<file path="config.mk">
export PLATFORM = sky130hd
export DESIGN_NAME = sram2_parity_master_flat
export DESIGN_NICKNAME = d
export VERILOG_FILES = /design/src/rtl/sram2_parity_master_if.sv /design/src/rtl/sram2_parity_master.sv /design/src/flat_wrapper.sv
export SDC_FILE = /design/constraint.sdc
export NUM_CORES = 1
export LEC_CHECK = 0
export ABC_AREA = 1
export CAP_MARGIN = 15
export CORE_MARGIN = 5
export CORE_UTILIZATION = 25
export CTS_CLUSTER_DIAMETER = 150
export CTS_CLUSTER_SIZE = 25
export DETAILED_ROUTE_END_ITERATION = 10
export GPL_TIMING_DRIVEN = 0
export SYNTH_ARGS = -nofsm -noshare
export SYNTH_HDL_FRONTEND = slang
export SYNTH_SLANG_ARGS = --single-unit
</file>
<file path="constraint.sdc">
create_clock -name clock -period 1.33 [get_ports clock]
set_input_delay 0.266 -clock clock [delete_from_list [all_inputs] [get_ports clock]]
set_output_delay 0.266 -clock clock [all_outputs]
set_load 0.01 [all_outputs]
</file>
<file path="src/rtl/sram2_parity_master_if.sv">
// Request/response bus between the core load/store path and the SRAM2 initiator.
// master: the core side that issues requests; slave: the SRAM2 initiator.
interface sram2_parity_master_if;
  logic        req_valid;
  logic        req_ready;
  logic        req_write;
  logic [31:0] req_address;
  logic [31:0] req_wdata;
  logic        rsp_valid;
  logic [31:0] rsp_rdata;
  logic [1:0]  rsp_status;

  modport master (
    output req_valid, req_write, req_address, req_wdata,
    input  req_ready, rsp_valid, rsp_rdata, rsp_status
  );

  modport slave (
    input  req_valid, req_write, req_address, req_wdata,
    output req_ready, rsp_valid, rsp_rdata, rsp_status
  );
endinterface

</file>
<file path="src/rtl/sram2_parity_master.sv">
// SRAM2 initiator: single-word read/write requests, alignment and window checks,
// per-byte even parity on writes, read capture with parity error reporting.
// Optional feature macro: SRAM2_READ_RETRY_EN re-reads up to MAX_RETRY times
// after a parity error before reporting it.
module sram2_parity_master #(
  parameter logic [31:0] BASE_ADDR  = 32'h1000_0000,
  parameter logic [31:0] SIZE_BYTES = 32'h0000_1000,
  parameter int          MAX_RETRY  = 2,
  parameter int          ERR_CNT_W  = 8
) (
  input  logic                 clock,
  input  logic                 reset_n,
  sram2_parity_master_if.slave bus,
  output logic                 sram_write_enable,
  output logic [31:0]          sram_address,
  output logic [35:0]          sram_data_in,
  input  logic [31:0]          sram_data_out,
  input  logic                 sram_parity_error_flag,
  output logic [ERR_CNT_W-1:0] error_count
);

  localparam logic [1:0] ST_OK     = 2'b00;
  localparam logic [1:0] ST_PARITY = 2'b01;
  localparam logic [1:0] ST_RANGE  = 2'b10;
  localparam logic [1:0] ST_ALIGN  = 2'b11;

  // End of window kept 33 bits wide so a window touching 0xFFFF_FFFF does not wrap.
  localparam logic [32:0] WIN_END = {1'b0, BASE_ADDR} + {1'b0, SIZE_BYTES};

  if (MAX_RETRY < 0) begin : g_bad_max_retry
    $fatal(1, "MAX_RETRY must be non-negative");
  end

  typedef enum logic [2:0] {
    S_IDLE,
    S_WRITE,
    S_READ,
    S_CAPTURE,
    S_RESP
  } state_t;

  state_t                 state_q, state_d;
  logic                   we_q, we_d;
  logic [31:0]            addr_q, addr_d;
  logic [35:0]            din_q, din_d;
  logic                   rsp_valid_q, rsp_valid_d;
  logic [31:0]            rdata_q, rdata_d;
  logic [1:0]             status_q, status_d;
  logic [ERR_CNT_W-1:0]   err_q, err_d;
  logic                   req_ready;
  logic                   misaligned;
  logic                   in_range;

`ifdef SRAM2_READ_RETRY_EN
  localparam int RETRY_W = (MAX_RETRY < 1) ? 1 : $clog2(MAX_RETRY + 1);
  logic [RETRY_W-1:0]     retry_q, retry_d;
`endif

  // Even parity per byte: each parity bit makes its byte plus parity have an even count of ones.
  function automatic logic [3:0] byte_parity(input logic [31:0] d);
    logic [3:0] p;
    for (int i = 0; i < 4; i++) begin
      p[i] = ^d[8*i +: 8];
    end
    return p;
  endfunction

  assign req_ready      = (state_q == S_IDLE) && !rsp_valid_q;
  assign misaligned     = (bus.req_address[1:0] != 2'b00);
  assign in_range       = (bus.req_address >= BASE_ADDR) && ({1'b0, bus.req_address} < WIN_END);

  assign bus.req_ready      = req_ready;
  assign bus.rsp_valid      = rsp_valid_q;
  assign bus.rsp_rdata      = rdata_q;
  assign bus.rsp_status     = status_q;
  assign sram_write_enable  = we_q;
  assign sram_address       = addr_q;
  assign sram_data_in       = din_q;
  assign error_count        = err_q;

  // Next-state and next-output computation for the access sequencer.
  always_comb begin
    state_d     = state_q;
    we_d        = 1'b0;
    addr_d      = addr_q;
    din_d       = din_q;
    rsp_valid_d = 1'b0;
    rdata_d     = rdata_q;
    status_d    = status_q;
    err_d       = err_q;
`ifdef SRAM2_READ_RETRY_EN
    retry_d     = retry_q;
`endif
    case (state_q)
      S_IDLE: begin
`ifdef SRAM2_READ_RETRY_EN
        retry_d = '0;
`endif
        if (bus.req_valid && req_ready) begin
          if (misaligned) begin
            state_d     = S_RESP;
            rsp_valid_d = 1'b1;
            status_d    = ST_ALIGN;
            rdata_d     = '0;
          end else if (!in_range) begin
            state_d     = S_RESP;
            rsp_valid_d = 1'b1;
            status_d    = ST_RANGE;
            rdata_d     = '0;
          end else if (bus.req_write) begin
            state_d = S_WRITE;
            we_d    = 1'b1;
            addr_d  = bus.req_address;
            din_d   = {byte_parity(bus.req_wdata), bus.req_wdata};
          end else begin
            state_d = S_READ;
            addr_d  = bus.req_address;
          end
        end
      end
      S_WRITE: begin
        state_d     = S_RESP;
        rsp_valid_d = 1'b1;
        status_d    = ST_OK;
        rdata_d     = '0;
      end
      S_READ: begin
        state_d = S_CAPTURE;
      end
      S_CAPTURE: begin
`ifdef SRAM2_READ_RETRY_EN
        if (sram_parity_error_flag && (retry_q < RETRY_W'(MAX_RETRY))) begin
          state_d = S_READ;
          retry_d = retry_q + 1'b1;
        end else begin
          state_d     = S_RESP;
          rsp_valid_d = 1'b1;
          rdata_d     = sram_data_out;
          status_d    = sram_parity_error_flag ? ST_PARITY : ST_OK;
        end
`else
        state_d     = S_RESP;
        rsp_valid_d = 1'b1;
        rdata_d     = sram_data_out;
        status_d    = sram_parity_error_flag ? ST_PARITY : ST_OK;
`endif
      end
      S_RESP: begin
        state_d = S_IDLE;
      end
      default: begin
        state_d = S_IDLE;
      end
    endcase
    // Count failed responses as they are issued; stick at all-ones.
    if (rsp_valid_d && (status_d != ST_OK) && (err_q != {ERR_CNT_W{1'b1}})) begin
      err_d = err_q + 1'b1;
    end
  end

  // State and registered outputs; reset aborts any access and drops write enable at once.
  always_ff @(posedge clock or negedge reset_n) begin
    if (!reset_n) begin
      state_q     <= S_IDLE;
      we_q        <= 1'b0;
      addr_q      <= '0;
      din_q       <= '0;
      rsp_valid_q <= 1'b0;
      rdata_q     <= '0;
      status_q    <= ST_OK;
      err_q       <= '0;
`ifdef SRAM2_READ_RETRY_EN
      retry_q     <= '0;
`endif
    end else begin
      state_q     <= state_d;
      we_q        <= we_d;
      addr_q      <= addr_d;
      din_q       <= din_d;
      rsp_valid_q <= rsp_valid_d;
      rdata_q     <= rdata_d;
      status_q    <= status_d;
      err_q       <= err_d;
`ifdef SRAM2_READ_RETRY_EN
      retry_q     <= retry_d;
`endif
    end
  end

endmodule
</file>
<file path="src/flat_wrapper.sv">
// flat-port wrapper written by rule: the top's interface ports become plain ports
module sram2_parity_master_flat 
#(
  parameter logic [31:0] BASE_ADDR  = 32'h1000_0000,
  parameter logic [31:0] SIZE_BYTES = 32'h0000_1000,
  parameter int          MAX_RETRY  = 2,
  parameter int          ERR_CNT_W  = 8
)
  (clock, reset_n, sram_write_enable, sram_address, sram_data_in, sram_data_out, sram_parity_error_flag, error_count, bus_req_valid, bus_req_write, bus_req_address, bus_req_wdata, bus_req_ready, bus_rsp_valid, bus_rsp_rdata, bus_rsp_status);
  sram2_parity_master_if bus_i ();
  input  logic clock;
  input  logic reset_n;
  output logic sram_write_enable;
  output logic [31:0] sram_address;
  output logic [35:0] sram_data_in;
  input  logic [31:0] sram_data_out;
  input  logic sram_parity_error_flag;
  output logic [ERR_CNT_W-1:0] error_count;
  input wire logic [$bits(bus_i.req_valid)-1:0] bus_req_valid;
  input wire logic [$bits(bus_i.req_write)-1:0] bus_req_write;
  input wire logic [$bits(bus_i.req_address)-1:0] bus_req_address;
  input wire logic [$bits(bus_i.req_wdata)-1:0] bus_req_wdata;
  output wire logic [$bits(bus_i.req_ready)-1:0] bus_req_ready;
  output wire logic [$bits(bus_i.rsp_valid)-1:0] bus_rsp_valid;
  output wire logic [$bits(bus_i.rsp_rdata)-1:0] bus_rsp_rdata;
  output wire logic [$bits(bus_i.rsp_status)-1:0] bus_rsp_status;
  assign bus_i.req_valid = bus_req_valid;
  assign bus_i.req_write = bus_req_write;
  assign bus_i.req_address = bus_req_address;
  assign bus_i.req_wdata = bus_req_wdata;
  assign bus_req_ready = bus_i.req_ready;
  assign bus_rsp_valid = bus_i.rsp_valid;
  assign bus_rsp_rdata = bus_i.rsp_rdata;
  assign bus_rsp_status = bus_i.rsp_status;
  sram2_parity_master #(.BASE_ADDR(BASE_ADDR), .SIZE_BYTES(SIZE_BYTES), .MAX_RETRY(MAX_RETRY), .ERR_CNT_W(ERR_CNT_W)) u_core (.clock(clock), .reset_n(reset_n), .bus(bus_i), .sram_write_enable(sram_write_enable), .sram_address(sram_address), .sram_data_in(sram_data_in), .sram_data_out(sram_data_out), .sram_parity_error_flag(sram_parity_error_flag), .error_count(error_count));
endmodule
</file>
==> metrics.md, run 1 <==
| Metric | Value |
|---|---|
| Clock Path Buffers | 2 |
| Avg Cell Area, Syn | 8.635 sq um |
| Clock sink count | ~120 |
| Max_slew headroom | a little under two thirds |
| Largest net degree at the start of global routing | between 60 and 70 |
| Post-DP HPWL | approximately 11 mm |
| # Max-Cap Violations | 0 |
| PortBufs | 213 |
| Crit path DAT | roughly 1900 ps |
| Hold slack | roughly 370 ps |
| All-Layer GR Usage | 14.00% |
| RD Place Congestion | between 0.7 and 0.8 |
| IO Count | approximately 210 |
| Reg2Reg Capture Point | u_core.sram_data_in[30] |
| First-pass GRT wire length | between 20 and 25 mm |
| FILL cells | around 2,000 |
| Number of global-route vias before repair | 4,659 |
| Area of the multi-input gates | about 2400 sq um |
| GRT overflow | 0 |
| Area grow syn2layout | 80.12% |
| Max Slew Vio Count | 0 |
| Total power | around 0.0094 W |
| Post-Syn Area | 4991 sq um |
| Crit-path max FO | 7 |
| IR drop worst, VDD | approximately 0.78 mV |
| Fin. Hold Viols | 0 |
| Tmin final | ~1600 ps |
| Die area | around 23,000 sq um |
| Leakage | between 4 and 5 nW |
| Gate Count Post-Synth | 578 |
| CP Class | flop to flop |
| Drt drc | 0 |
| Vias | between 4,000 and 5,000 |
| Core Region | 19,590 sq um |
| FF/Latch Area | around 2900 sq um |
| Achievable Freq | about 640 MHz |
| Dpl cells | 1,057 |
| Crit start category | flop |
| P per Cell Area | 1044 nW/um^2 |
| Critical path required time | 1670 ps |
| Worst Setup SP | u_core.state_q[0] |
| Final setup violation count | 116 |
| Post-DRT Antenna Nets | 0 |
| Synth async-reset ratio | 100.0% |
| Worst Tran Pin Value | between 500 and 600 ps |
| Syn nets | 680 |
| Reg2Reg Depth | 11 |
| Drt pass-1 iters | 4 |
| Nets | 964 |
| Share of layout cells above drive strength 1 | between 30 and 40% |
| DP Area | slightly below 8000 sq um |
| Initial Util | between 20% and 30% |
| Antenna diode count | 0 |
| Synth warnings | 0 |
| Flop-to-flop setup slack | -240 ps |
| Setup ws final | -242.5 ps |
| Sequential element share of the synthesized area | just under 60% |
| Die span in y | ~150 um |
| Status | finished, violations left |
| DR iter-0 viols | ~130 |
| Worst setup path end | u_core.sram_data_in[30] |
| Die Wd | 151.3 um |
| Row count | 51 |
| Setup crit end kind | flop |
| Final non-filler cell total | between 1,000 and 1,500 |
| Yosys reg bits | ~120 |
| Synth cell types | 25 |
| Failing checks | negative setup slack |
| Cts bufs inserted | 17 |
| Wire per inst | around 14 um |
| Clk pin slew, worst setup/hold paths | roughly 50 ps |
| CTS tree | built |
| Non-Filler Cell Area, Final | between 8000 and 9000 sq um |
| Tightest Hold Check Type | input port to async pin |
| EDFF count, synth | 0 |
| H-tree levels | 4 |
| RSZ-0062 raised after global routing | true |
| Place WS | -1076 ps |
| Root buf cell | clkbuf_16 |
| DRT Wirelength | ~16 mm |
| FF-to-FF Start | u_core.state_q[0] |
| Drt via density | 4.105 |
| Ys flop type | dfrtp_1 |
| Initial antenna violation count | 1 |
| Clock Latency Late Sink | between 400 and 500 ps |
| Worst clock skew | 7.665 ps |
| Period utilization | 118.2% |
[repair_timing]
item | 4_1_cts | 5_1_grt
gates cloned | 9 | 2
pin swaps | 29 | 43
setup endpoints to repair | 227 | 193
resized for setup | 388 | 153
hold buffers | 1 | 0
buffers inserted | 32 | 13
endpoints found under the hold margin | 52 | 0
[layout make-up]
type / count / area share, %
buffer: 19 / 2.770
tap: 265 / 3.688
multi-input combinational: 400 / 26.51
inverter: 45 / 2.255
sequential: 115 / 32.04
clock buffer: 23 / 5.428
timing repair inverter: 1 / 0.08351
timing repair buffer: 263 / 26.35
clock inverter: 9 / 0.8768
[placed cells by master, fill, tap and decap left out, drive strengths merged, types with 15 or more instances in the layout]
cell           count
dfrtp            115
xnor2             23
nor2              51
clkbuf            76
clkdlybuf4s50     80
inv               44
nand3             46
buf               95
clkdlybuf4s15     35
xor2              15
nand2            255
[Yosys cell counts (4+ instances only)]
cell     instances  area share [%]
buf_4            4            0.60
buf_6            4            0.90
buf_2            6            0.60
dfrtp_1        115              58
xor2_1          15             2.6
nand3_1         45             4.5
nor2_2           5            0.63
nand2_1        250              19
xnor2_1         23             4.0
inv_1           41             3.1
nor2_1          46             3.5
[report_power, final]
part / switching (W) / internal (W)
clock network: 0.00159 / 0.00275
logic: 0.000648 / 0.000741
registers: 0.0000667 / 0.00359
[registers in the layout, summed over array words and instances, names as in the netlist]
register	flops
u_core.sram_data_in	36
u_core.bus.rsp_rdata	32
u_core.sram_address	32
u_core.error_count	8
u_core.state_q	3
u_core.bus.rsp_status	2
u_core.bus.rsp_valid	1
u_core.sram_write_enable	1
[through the flow]
step                setup TNS, ps  utilization [%]
global placement          -655090            39.18
CTS                        -19890            46.22
global route               -29750            45.89
finish                     -21520            45.89
detailed placement         -97810            39.32
floorplan                   -9287                -
[logic make-up after synthesis]
group                      share of synthesized area [%]
adders and majority gates                         0.2506
and+or+nand+nor                                    29.08
xor gates and xnor gates                           6.668
DFF                                                57.66
buffers and inverters                              5.891
AOI/OAI and AO/OA                                 0.4512
[metal layers]
metal,part of all wire (%),vias up,global-route usage (%)
met2,49,129,23.14
met5,0.080,-,0
met3,9.0,19,5.296
li1,-,2336,-
met4,1.5,2,4.624
met1,41,2194,16.80
[worst max-delay path, cell delays in order (launching register included)]
cell	delay, ps
dfrtp_1	380
nor2_2	140
nand2_2	90
nor2_4	140
nand2_4	80
inv_4	80
nand3_4	90
buf_12	170
clkinv_16	80
clkbuf_16	140
nand2_2	40
nand2_1	60
[worst min-delay path by stage]
stage                               end               startpoint  cells after the start
2_1_floorplan   u_core.bus.rsp_rdata[0]                  reset_n                      0
5_1_grt        u_core.bus.rsp_rdata[30]        sram_data_out[30]                      3
4_1_cts         u_core.bus.rsp_rdata[4]         sram_data_out[4]                      3
3_3_place_gp    u_core.sram_address[28]  u_core.sram_address[28]                      1
6_report         u_core.sram_data_in[5]                  reset_n                      2
3_5_place_dp     u_core.sram_data_in[5]                  reset_n                      1
Power figures use the tool's default switching activity.
==> inputs of run 2 (changes only) <==
Settings changed: CORE_MARGIN 5 to 2.
==> run 2 against run 1 <==
- the flow still finishes with violations (negative setup slack)
- critical endpoint is now u_core.sram_data_in[32]
- routed wire length shrank 1.8%
- maximum frequency rose by 1.1%
- combinational power grew 7%
- global-route usage grew 1.1 points
- largest cell class unchanged
==> metrics.md, run 2 (synthesis gave the netlist of run 1 again) <==
| Metric | Value |
|---|---|
| Crit start category | flop (unchanged) |
| Period utilization | 116.9% (was 118.2%) |
| Antenna diode count | 0 (unchanged) |
| Final non-filler cell total | 1,142 (was 1,140) |
| Clock Latency Late Sink | 410 ps (about the same) |
| GRT overflow | 0 (unchanged) |
| Area grow syn2layout | 78.04% (was 80.12%) |
| Reg2Reg Capture Point | u_core.sram_data_in[32] (was u_core.sram_data_in[30]) |
| PortBufs | 213 (unchanged) |
| Largest net degree at the start of global routing | 62 (was 64) |
| Clk pin slew, worst setup/hold paths | 60 ps (was 50 ps) |
| FF-to-FF Start | u_core.state_q[0] (unchanged) |
| Share of layout cells above drive strength 1 | 36.26% (was 38.51%) |
| Status | finished, violations left (unchanged) |
| Drt pass-1 iters | 4 (unchanged) |
| Nets | 966 (was 964) |
| Clock sink count | 115 (unchanged) |
| Dpl cells | 1,057 (unchanged) |
| Max_slew headroom | 63.40% (was 63.70%) |
| DRT Wirelength | 15.88 mm (was 16.17 mm) |
| IR drop worst, VDD | 0.7816 mV (was 0.7757 mV) |
| First-pass GRT wire length | 25.26 mm (was 24.64 mm) |
| Fin. Hold Viols | 0 (unchanged) |
| Die span in y | 145.3 um (was 151.3 um) |
| Clock Path Buffers | 2 (unchanged) |
| H-tree levels | 4 (unchanged) |
| Row count | 51 (unchanged) |
| RSZ-0062 raised after global routing | true (unchanged) |
| Post-DP HPWL | 10.59 mm (was 11.14 mm) |
| Setup crit end kind | flop (unchanged) |
| Wire per inst | 13.91 um (was 14.19 um) |
| Critical path required time | 1630 ps (was 1670 ps) |
| Die area | 21,110 sq um (was 22,890 sq um) |
| Initial Util | 25.56% (was 25.48%) |
| Drt via density | 4.079 (was 4.105) |
| IO Count | 214 (unchanged) |
| Post-DRT Antenna Nets | 0 (unchanged) |
| CTS tree | built (unchanged) |
| P per Cell Area | 1097 nW/um^2 (was 1044 nW/um^2) |
| Drt drc | 0 (unchanged) |
| Crit-path max FO | 7 (unchanged) |
| Initial antenna violation count | 0 (was 1) |
| Worst Tran Pin Value | 549.0 ps (was 544.6 ps) |
| Leakage | 4.655 nW (was 4.711 nW) |
| # Max-Cap Violations | 0 (unchanged) |
| Most frequent cells in the layout | nand2_1, dfrtp_1, clkdlybuf4s50_1 (unchanged) |
| Die Wd | 145.3 um (was 151.3 um) |
| DR iter-0 viols | 162 (was 131) |
| Max reg flops | 36 (unchanged) |
| Most common cell after layout, fill and taps aside | nand2_1 (unchanged) |
| Vias | 4,658 (was 4,680) |
| CP Class | flop to flop (unchanged) |
| All-Layer GR Usage | 15.15% (was 14.00%) |
| Tmin final | 1555 ps (was 1573 ps) |
| Core Region | 19,530 sq um (was 19,590 sq um) |
| Cts bufs inserted | 17 (unchanged) |
| Final setup violation count | 117 (was 116) |
| Setup ws final | -224.6 ps (was -242.5 ps) |
| Hold slack | 373.6 ps (was 373.5 ps) |
| Achievable Freq | 643.2 MHz (was 635.9 MHz) |
| Root buf cell | clkbuf_16 (unchanged) |
| Number of global-route vias before repair | 4,657 (was 4,659) |
| Worst clock skew | 7.940 ps (was 7.665 ps) |
| Setup TNS Final | -19,580 ps (was -21,520 ps) |
| RD Place Congestion | 0.7527 (was 0.7335) |
| Reg2Reg Depth | 9 (was 11) |
| Max Slew Vio Count | 0 (unchanged) |
| Failing checks | negative setup slack (unchanged) |
| Tightest Hold Check Type | input port to async pin (unchanged) |
| Total power | 0.009749 W (was 0.009390 W) |
| Flop-to-flop setup slack | -220 ps (was -240 ps) |
| Crit path DAT | 1860 ps (was 1920 ps) |
run 2: cell count changes in the layout (fill, tap and decap cells not counted), sizes merged:
cell,previous run,this run
clkdlybuf4s50,80,88
dlygate4sd2,12,9
bufinv,1,2
clkinvlp,3,4
dlymetal6s2s,6,2
nand2,255,256
buf,95,103
clkdlybuf4s15,35,24
clkbuf,76,77
run 2: per-layer routing:
metal	vias to the layer above	track usage, %	part of all wire [%]
met5	-	0	0
met3	16	5.000	6.0
met2	142	24.50	49
met4	0	4.853	1.5
li1	2341	-	-
met1	2159	19.14	44
run 2: through the flow:
stage / instance area, sq um / setup WS [ps] / utilization, %
3_3_place_gp: 7675 / -4846 / 39.31
2_1_floorplan: 5211 / -130.2 / -
5_1_grt: 8886 / -317.7 / 45.51
4_1_cts: 8917 / -226.5 / 45.67
6_report: 8886 / -224.6 / 45.51
3_5_place_dp: 7704 / -1094 / 39.45
run 2: worst max-delay path by stage:
stage | start | end | slack, ps | depth (start not counted)
2_1_floorplan | u_core.error_count[0] | u_core.error_count[4] | -130 | 6
3_3_place_gp | reset_n | u_core.error_count[6] | -4850 | 1
3_5_place_dp | bus_req_address[12] | u_core.sram_address[4] | -1090 | 9
4_1_cts | u_core.state_q[2] | bus_req_ready | -230 | 4
5_1_grt | u_core.state_q[0] | u_core.sram_data_in[25] | -320 | 10
6_report | u_core.state_q[0] | u_core.sram_data_in[32] | -220 | 9
run 2: power by group:
part	leakage, nW	switching, W	total [W]	internal, W
combinational	2.91	0.000672	0.00149	0.000817
sequential	1.46	0.0000745	0.00366	0.00358
clock	0.284	0.00170	0.00460	0.00290
run 2: final cells by class:
| type | count | area [sq um] |
|---|---|---|
| flip-flops and latches | 115 | 2879 |
| well taps | 265 | 331.6 |
| clock inverters | 12 | 131.4 |
| plain buffers | 16 | 205.2 |
| inverters | 45 | 198.9 |
| fillers | 1946 | 10640 |
| clock buffers | 20 | 466.7 |
| multi-input cells | 401 | 2316 |
| repair buffers | 268 | 2357 |
run 2: timing repair:
item / 4_1_cts / 5_1_grt
setup endpoints to repair: 228 / 203
setup buffers: 27 / 20
pin swaps: 27 / 20
hold buffers: 1 / 0
cloned: 8 / 3
hold endpoints to repair: 54 / 0
gates resized for setup: 364 / 151
run 2: worst max-delay path: stages (launching register included):
cell and delay (ps):
dfrtp_1 380, nor2_2 150, nand2_2 90, nor2_4 120, nand2_4 90, inv_8 70, nand3_4 190, clkbuf_16 240
nor2_2 70, nor2_1 40
==> inputs of run 3 (changes only) <==
Settings changed: CAP_MARGIN 15 to 10.
==> results of run 3 <==
No change in the layout: final DEF, timing and power equal those of run 2.
